==> src/rtl/wt_pkg.sv <==
// Shared defaults, width helper and lane typedefs for the write-side width packer.
package wt_pkg;

    localparam int IN_W_DEF  = 8;
    localparam int RATIO_DEF = 4;

    function automatic int clog2(input int value);
        int r;
        r = 0;
        while ((1 << r) < value) r++;
        return r;
    endfunction

    localparam int LANE_W_DEF = clog2(RATIO_DEF);

    typedef logic [LANE_W_DEF-1:0] lane_idx_t;
    typedef logic [RATIO_DEF-1:0]  lane_mask_t;

endpackage

==> src/rtl/wr_lane_acc.sv <==
// Lane accumulator: collects narrow beats into a wide word and flags completion.
// Lane order follows WR_PACK_MSB_FIRST_EN (MSB-first when defined, LSB-first otherwise).
module wr_lane_acc
    import wt_pkg::*;
#(
    parameter int IN_W  = IN_W_DEF,
    parameter int RATIO = RATIO_DEF
) (
    input  logic                    clk_wr,
    input  logic                    rstn,
    input  logic                    beat_en,
    input  logic [IN_W-1:0]         beat_data,
    input  logic                    beat_last,
    output logic                    complete,
    output logic [IN_W*RATIO-1:0]   word,
    output logic [RATIO-1:0]        word_mask
);

    localparam int OUT_W = IN_W * RATIO;
    localparam int CNT_W = clog2(RATIO);

    logic [CNT_W-1:0] cnt;
    logic [CNT_W-1:0] lane;
    logic [OUT_W-1:0] acc;
    logic [RATIO-1:0] acc_mask;

`ifdef WR_PACK_MSB_FIRST_EN
    assign lane = CNT_W'(RATIO - 1) - cnt;
`else
    assign lane = cnt;
`endif

    // Accumulated lanes merged with the beat presented this cycle.
    always_comb begin
        word                        = acc;
        word_mask                   = acc_mask;
        word[lane*IN_W +: IN_W]     = beat_data;
        word_mask[lane]             = 1'b1;
    end

    assign complete = beat_en && (beat_last || (cnt == CNT_W'(RATIO - 1)));

    // NOTE: state updates use non-blocking assignments so every register samples
    // pre-edge values; the accumulator is plain flops, so it is reset with the rest.
    always_ff @(posedge clk_wr or negedge rstn) begin
        if (!rstn) begin
            cnt      <= '0;
            acc      <= '0;
            acc_mask <= '0;
        end else if (complete) begin
            cnt      <= '0;
            acc      <= '0;
            acc_mask <= '0;
        end else if (beat_en) begin
            cnt      <= cnt + CNT_W'(1);
            acc      <= word;
            acc_mask <= word_mask;
        end
    end

endmodule

==> src/rtl/wr_width_packer.sv <==
// Packs RATIO narrow beats into one FIFO word and drives the async FIFO write port.
// Optional build macro: WR_PACK_MSB_FIRST_EN selects MSB-first lane order.
module wr_width_packer
    import wt_pkg::*;
#(
    parameter int IN_W  = IN_W_DEF,
    parameter int RATIO = RATIO_DEF
) (
    input  logic                    clk_wr,
    input  logic                    rstn,
    input  logic                    in_valid,
    input  logic [IN_W-1:0]         in_data,
    input  logic                    in_last,
    output logic                    in_ready,
    output logic                    wr_req,
    output logic [IN_W*RATIO-1:0]   wr_data,
    output logic [RATIO-1:0]        wr_mask,
    input  logic                    full
);

    localparam int OUT_W = IN_W * RATIO;

    logic             beat_en;
    logic             out_fire;
    logic             complete;
    logic [OUT_W-1:0] word;
    logic [RATIO-1:0] word_mask;

    // Ready depends only on registered wr_req and the registered full flag.
    assign in_ready = !wr_req || !full;
    assign beat_en  = in_valid && in_ready;
    assign out_fire = wr_req && !full;

    wr_lane_acc #(
        .IN_W  (IN_W),
        .RATIO (RATIO)
    ) u_lane_acc (
        .clk_wr    (clk_wr),
        .rstn      (rstn),
        .beat_en   (beat_en),
        .beat_data (in_data),
        .beat_last (in_last),
        .complete  (complete),
        .word      (word),
        .word_mask (word_mask)
    );

    // A completion can only happen while the slot is empty or firing, so it may reload directly.
    always_ff @(posedge clk_wr or negedge rstn) begin
        if (!rstn) begin
            wr_req  <= 1'b0;
            wr_data <= '0;
            wr_mask <= '0;
        end else if (complete) begin
            wr_req  <= 1'b1;
            wr_data <= word;
            wr_mask <= word_mask;
        end else if (out_fire) begin
            wr_req  <= 1'b0;
        end
    end

endmodule

==> config.mk <==
export PLATFORM = sky130hd
export DESIGN_NAME = wr_width_packer
export DESIGN_NICKNAME = d
export VERILOG_FILES = /design/src/rtl/wt_pkg.sv /design/src/rtl/wr_lane_acc.sv /design/src/rtl/wr_width_packer.sv
export SDC_FILE = /design/constraint.sdc
export NUM_CORES = 1
export LEC_CHECK = 0
export CELL_PAD_IN_SITES_DETAIL_PLACEMENT = 1
export CELL_PAD_IN_SITES_GLOBAL_PLACEMENT = 1
export CORE_ASPECT_RATIO = 1.1
export CORE_UTILIZATION = 45
export DETAILED_ROUTE_END_ITERATION = 16
export PLACE_DENSITY = 0.83
export SYNTH_ARGS = -nofsm -noshare
export SYNTH_HDL_FRONTEND = slang
export SYNTH_HIERARCHICAL = 1
export SYNTH_SLANG_ARGS = --single-unit
==> constraint.sdc <==
create_clock -name clk_wr -period 5.46 [get_ports clk_wr]
set_input_delay 0.819 -clock clk_wr [delete_from_list [all_inputs] [get_ports clk_wr]]
set_output_delay 0.819 -clock clk_wr [all_outputs]
set_load 0.01 [all_outputs]
==> flow_metrics.env <==
export IMPL_seq_power_share_pct=43.4
export IMPL_nets=335
export IMPL_cp_cell_sequence="ha_1 > o21a_2 > buf_4 > mux2_2"
export IMPL_holdPathEnd="u_lane_acc/acc[24]$_DFFE_PN0P_"
export IMPL_synth_xor_area_share_pct=0
export IMPL_power_frac_comb_pct=24.1
export IMPL_hpwl_mm=5.76
export IMPL_dieArea_sq_mm=0.00875
export IMPL_antenna_found_initial=0
export IMPL_finalHoldViolCount=0
export IMPL_layout_setup_ws_ps=2140
export IMPL_synth_compound_area_share_pct=18.9
export IMPL_multiInputGateArea_sq_mm=0.00156
export IMPL_rr_worst_depth=4
export IMPL_grt_pass1_vias=2643
export IMPL_fp_dieW_um=89.3
export IMPL_synthAdderAreaFrac_pct=2.65
export IMPL_period_needed_ps=3320
export IMPL_synth_fp_nets=292
export IMPL_pin_count=51
export IMPL_clkSlewWorstSetupHoldPaths_ps=70
export IMPL_ys_types=37
export IMPL_internal_power_uw=1060
export IMPL_synthMuxAreaShare_pct=13.9
export IMPL_worst_pin_slew_ps=954
export IMPL_syn_inst=271
export IMPL_r2r_end="wr_data[25]$_DFFE_PN0P_"
export IMPL_portBuffers=50
export IMPL_cts_buffers=9
export IMPL_r2r_start="u_lane_acc/cnt[0]$_DFFE_PN0P_"
export IMPL_cts_sinks=75
export IMPL_grt_start_max_net_pins=76
export IMPL_synth_most_common_cell="dfrtp_1"
export IMPL_yosysSeqAreaShare_pct=49.8
export IMPL_n_fill_cell=831
export IMPL_fin_cells=427
export IMPL_peakVddDrop_mv=0.117
export IMPL_post_cts_resized=0
export IMPL_synthTopCellsByCount="dfrtp_1 (75), mux2_4 (29), inv_1 (28), o32ai_1 (26), a22o_1 (19)"
export IMPL_max_slew_margin_rel_pct=36.4
export IMPL_groute_usage_overall_pct=22.1
export IMPL_via_count=2495
export IMPL_dp_cells=411
export IMPL_critical_path_max_stage_delay_ps=900
export IMPL_grt_pass1_wl_mm=14.4
export IMPL_clkPwrFrac_pct=32.5
export IMPL_worstHoldStart="u_lane_acc/acc[24]$_DFFE_PN0P_"
export IMPL_end_kind="register"
export IMPL_coreArea_sq_mm=0.00800
export IMPL_setup_tns_ps=0
export IMPL_path_class="register to register"
export IMPL_cts_tree="done"
export IMPL_grt_overflow_total=0
export IMPL_insertion_delay_ps=350
export IMPL_cp_required_ps=5700
export IMPL_avgSynthCellArea_sq_um=13.9
export IMPL_yosys_warnings=6
export IMPL_crit_slowest_cell="dfrtp_1"
export IMPL_start_util_pct=47.2
export IMPL_synth_area_sq_mm=0.00377
export IMPL_ys_seq_elements=75
export IMPL_drtPass1Iterations=4
export IMPL_synth_edf_count=0
export IMPL_post_route_util_pct=55.3
export IMPL_remaining_drc_errors=0
export IMPL_critPathMaxFanout=29
export IMPL_drt_iter0_drc=118
export IMPL_status="finished, final reports clean"
export IMPL_min_path_cells=1
export IMPL_htree_levels=3
export IMPL_ff_latch_area_sq_mm=0.00188
export IMPL_post_place_ws_ps=2040
export IMPL_power_density_mw_per_mm2=336
export IMPL_avgRoutedWirePerCell_um=20.5
export IMPL_cts_hold_buf=0
export IMPL_ant_nets=0
export IMPL_cp_data_arrival_time_ps=3550
export IMPL_clock_path_buffers=2
export IMPL_drive_gt1_share_pct=22.3
export IMPL_p_leak_uw=0.00195
export IMPL_syn2layout_area_growth_pct=17.4
export IMPL_antennaDiodeCount=0
export IMPL_worst_hold_path_type="register to register"
export IMPL_gp_congestion=0.890
export IMPL_p_sw_share_pct=28.6
export IMPL_max_cap_viol_count=0
export IMPL_final_setup_skew_ps=6.59
export IMPL_cts_setup_buffers=0
export IMPL_synth_top_cells_by_area="dfrtp_1 (50%), mux2_4 (12%), o32ai_1 (6.0%)"
export IMPL_cp_start_kind="register"
export IMPL_synth_top_area_share_pct=49.8
export IMPL_setup_viol=0
export IMPL_synth_ff_type="dfrtp_1"
export IMPL_switchingPower_uw=426
export IMPL_fmax_mhz=302
export IMPL_synth_top_family_by_area="compound AO/OA/AOI/OAI gates"
export IMPL_rsz0062_at_grt="false"
export IMPL_die_h_um=98.0
export IMPL_rows=34
export IMPL_cts_root_buf="clkbuf_8"
export IMPL_yosys_area_share_simple_pct=5.97
export IMPL_viasPerCell=5.84
export IMPL_r2r_slack_ps=2140
export IMPL_routed_wl_mm=8.76
export IMPL_async_flop_share_pct=100
export IMPL_yosys_area_top_type="dfrtp_1"
export IMPL_report_final_slew_viol_count=0
export IMPL_period_share_pct=60.7
==> power by group through the flow <==
stage               Combinational, uW  Clock (uW)  Sequential (uW)
floorplan                         239           0              659
global placement                  344           0              653
detailed placement                354           0              657
CTS                               360         495              647
global route                      386         517              653
finish                            358         484              646
==> placed cells by master, fill, tap and decap left out, drive strengths merged <==
cell | netlist | routed
a21boi | 1 | 1
a21o | 1 | 1
a21oi | 3 | 3
a22o | 19 | 19
a32o | 13 | 13
and4b | 1 | 1
and4bb | 2 | 2
buf | 19 | 4
bufinv | 0 | 2
clkbuf | 2 | 11
clkdlybuf4s50 | 0 | 49
clkinv | 0 | 3
dfrtp | 75 | 75
ha | 8 | 8
inv | 28 | 28
mux2 | 37 | 37
nand2 | 1 | 1
nand2b | 1 | 1
nand3b | 1 | 1
nand4bb | 10 | 10
nor2 | 3 | 3
nor2b | 1 | 1
nor3b | 1 | 1
o21a | 1 | 1
o2bb2ai | 5 | 5
o31a | 3 | 3
o31ai | 3 | 3
o32ai | 28 | 28
or2 | 4 | 4
==> layout make-up <==
class                   instances  area share [%]
well taps                     108            3.05
inverters                      28            2.37
flip-flops and latches         75            42.4
repair buffers                 53            11.7
multi-input cells             147            35.3
clock inverters                 5            1.70
clock buffers                  11            3.42
==> routing by layer <==
layer	wire length, um	vias up	track usage (%)
met2	4540	51	36.0
li1	-	1125	-
met5	0	-	0
met1	3870	1311	28.9
met3	251	8	5.83
met4	97	0	6.11
==> worst max-delay path by stage <==
stage / startpoint / endpoint / slack [ps] / cells past startpoint
floorplan: in_valid / wr_data[0]$_DFFE_PN0P_ / 3300 / 6
global placement: in_valid / wr_data[25]$_DFFE_PN0P_ / 2090 / 6
detailed placement: in_valid / wr_data[25]$_DFFE_PN0P_ / 2040 / 6
CTS: u_lane_acc/cnt[0]$_DFFE_PN0P_ / wr_data[25]$_DFFE_PN0P_ / 2140 / 4
global route: u_lane_acc/cnt[0]$_DFFE_PN0P_ / wr_data[25]$_DFFE_PN0P_ / 1940 / 4
finish: u_lane_acc/cnt[0]$_DFFE_PN0P_ / wr_data[25]$_DFFE_PN0P_ / 2140 / 4
==> stage by stage <==
step | total power [uW] | cell area, sq um | hold slack (ps)
2_1_floorplan | 898 | 3770 | 454
3_3_place_gp | 997 | 4200 | 471
3_5_place_dp | 1010 | 4200 | 475
4_1_cts | 1500 | 4430 | 497
5_1_grt | 1560 | 4430 | 512
6_report | 1490 | 4430 | 497
==> kinds of logic after synthesis <==
group                    count (synthesis)
multiplexers                            37
adder cells (fa/ha/maj)                  8
buffers and inverters                   49
AO/OA/AOI/OAI                           77
flip-flops                              75
AND/OR/NAND/NOR                         25
==> flip-flops by register name, indices dropped and copies added (netlist names) <==
register and count:
u_lane_acc/acc_mask 4, u_lane_acc/acc 32, wr_req 1, wr_data 32, u_lane_acc/cnt 2, wr_mask 4
==> worst max-delay path: cells and delay by family (launching register included) <==
| kind | cells | cell delay (ps) |
|---|---|---|
| compound gates | 1 | 840 |
| mux | 1 | 360 |
| fa+ha+maj | 1 | 700 |
| flops | 1 | 900 |
| buf+inv | 1 | 390 |
(Power assumes the default switching activity.)
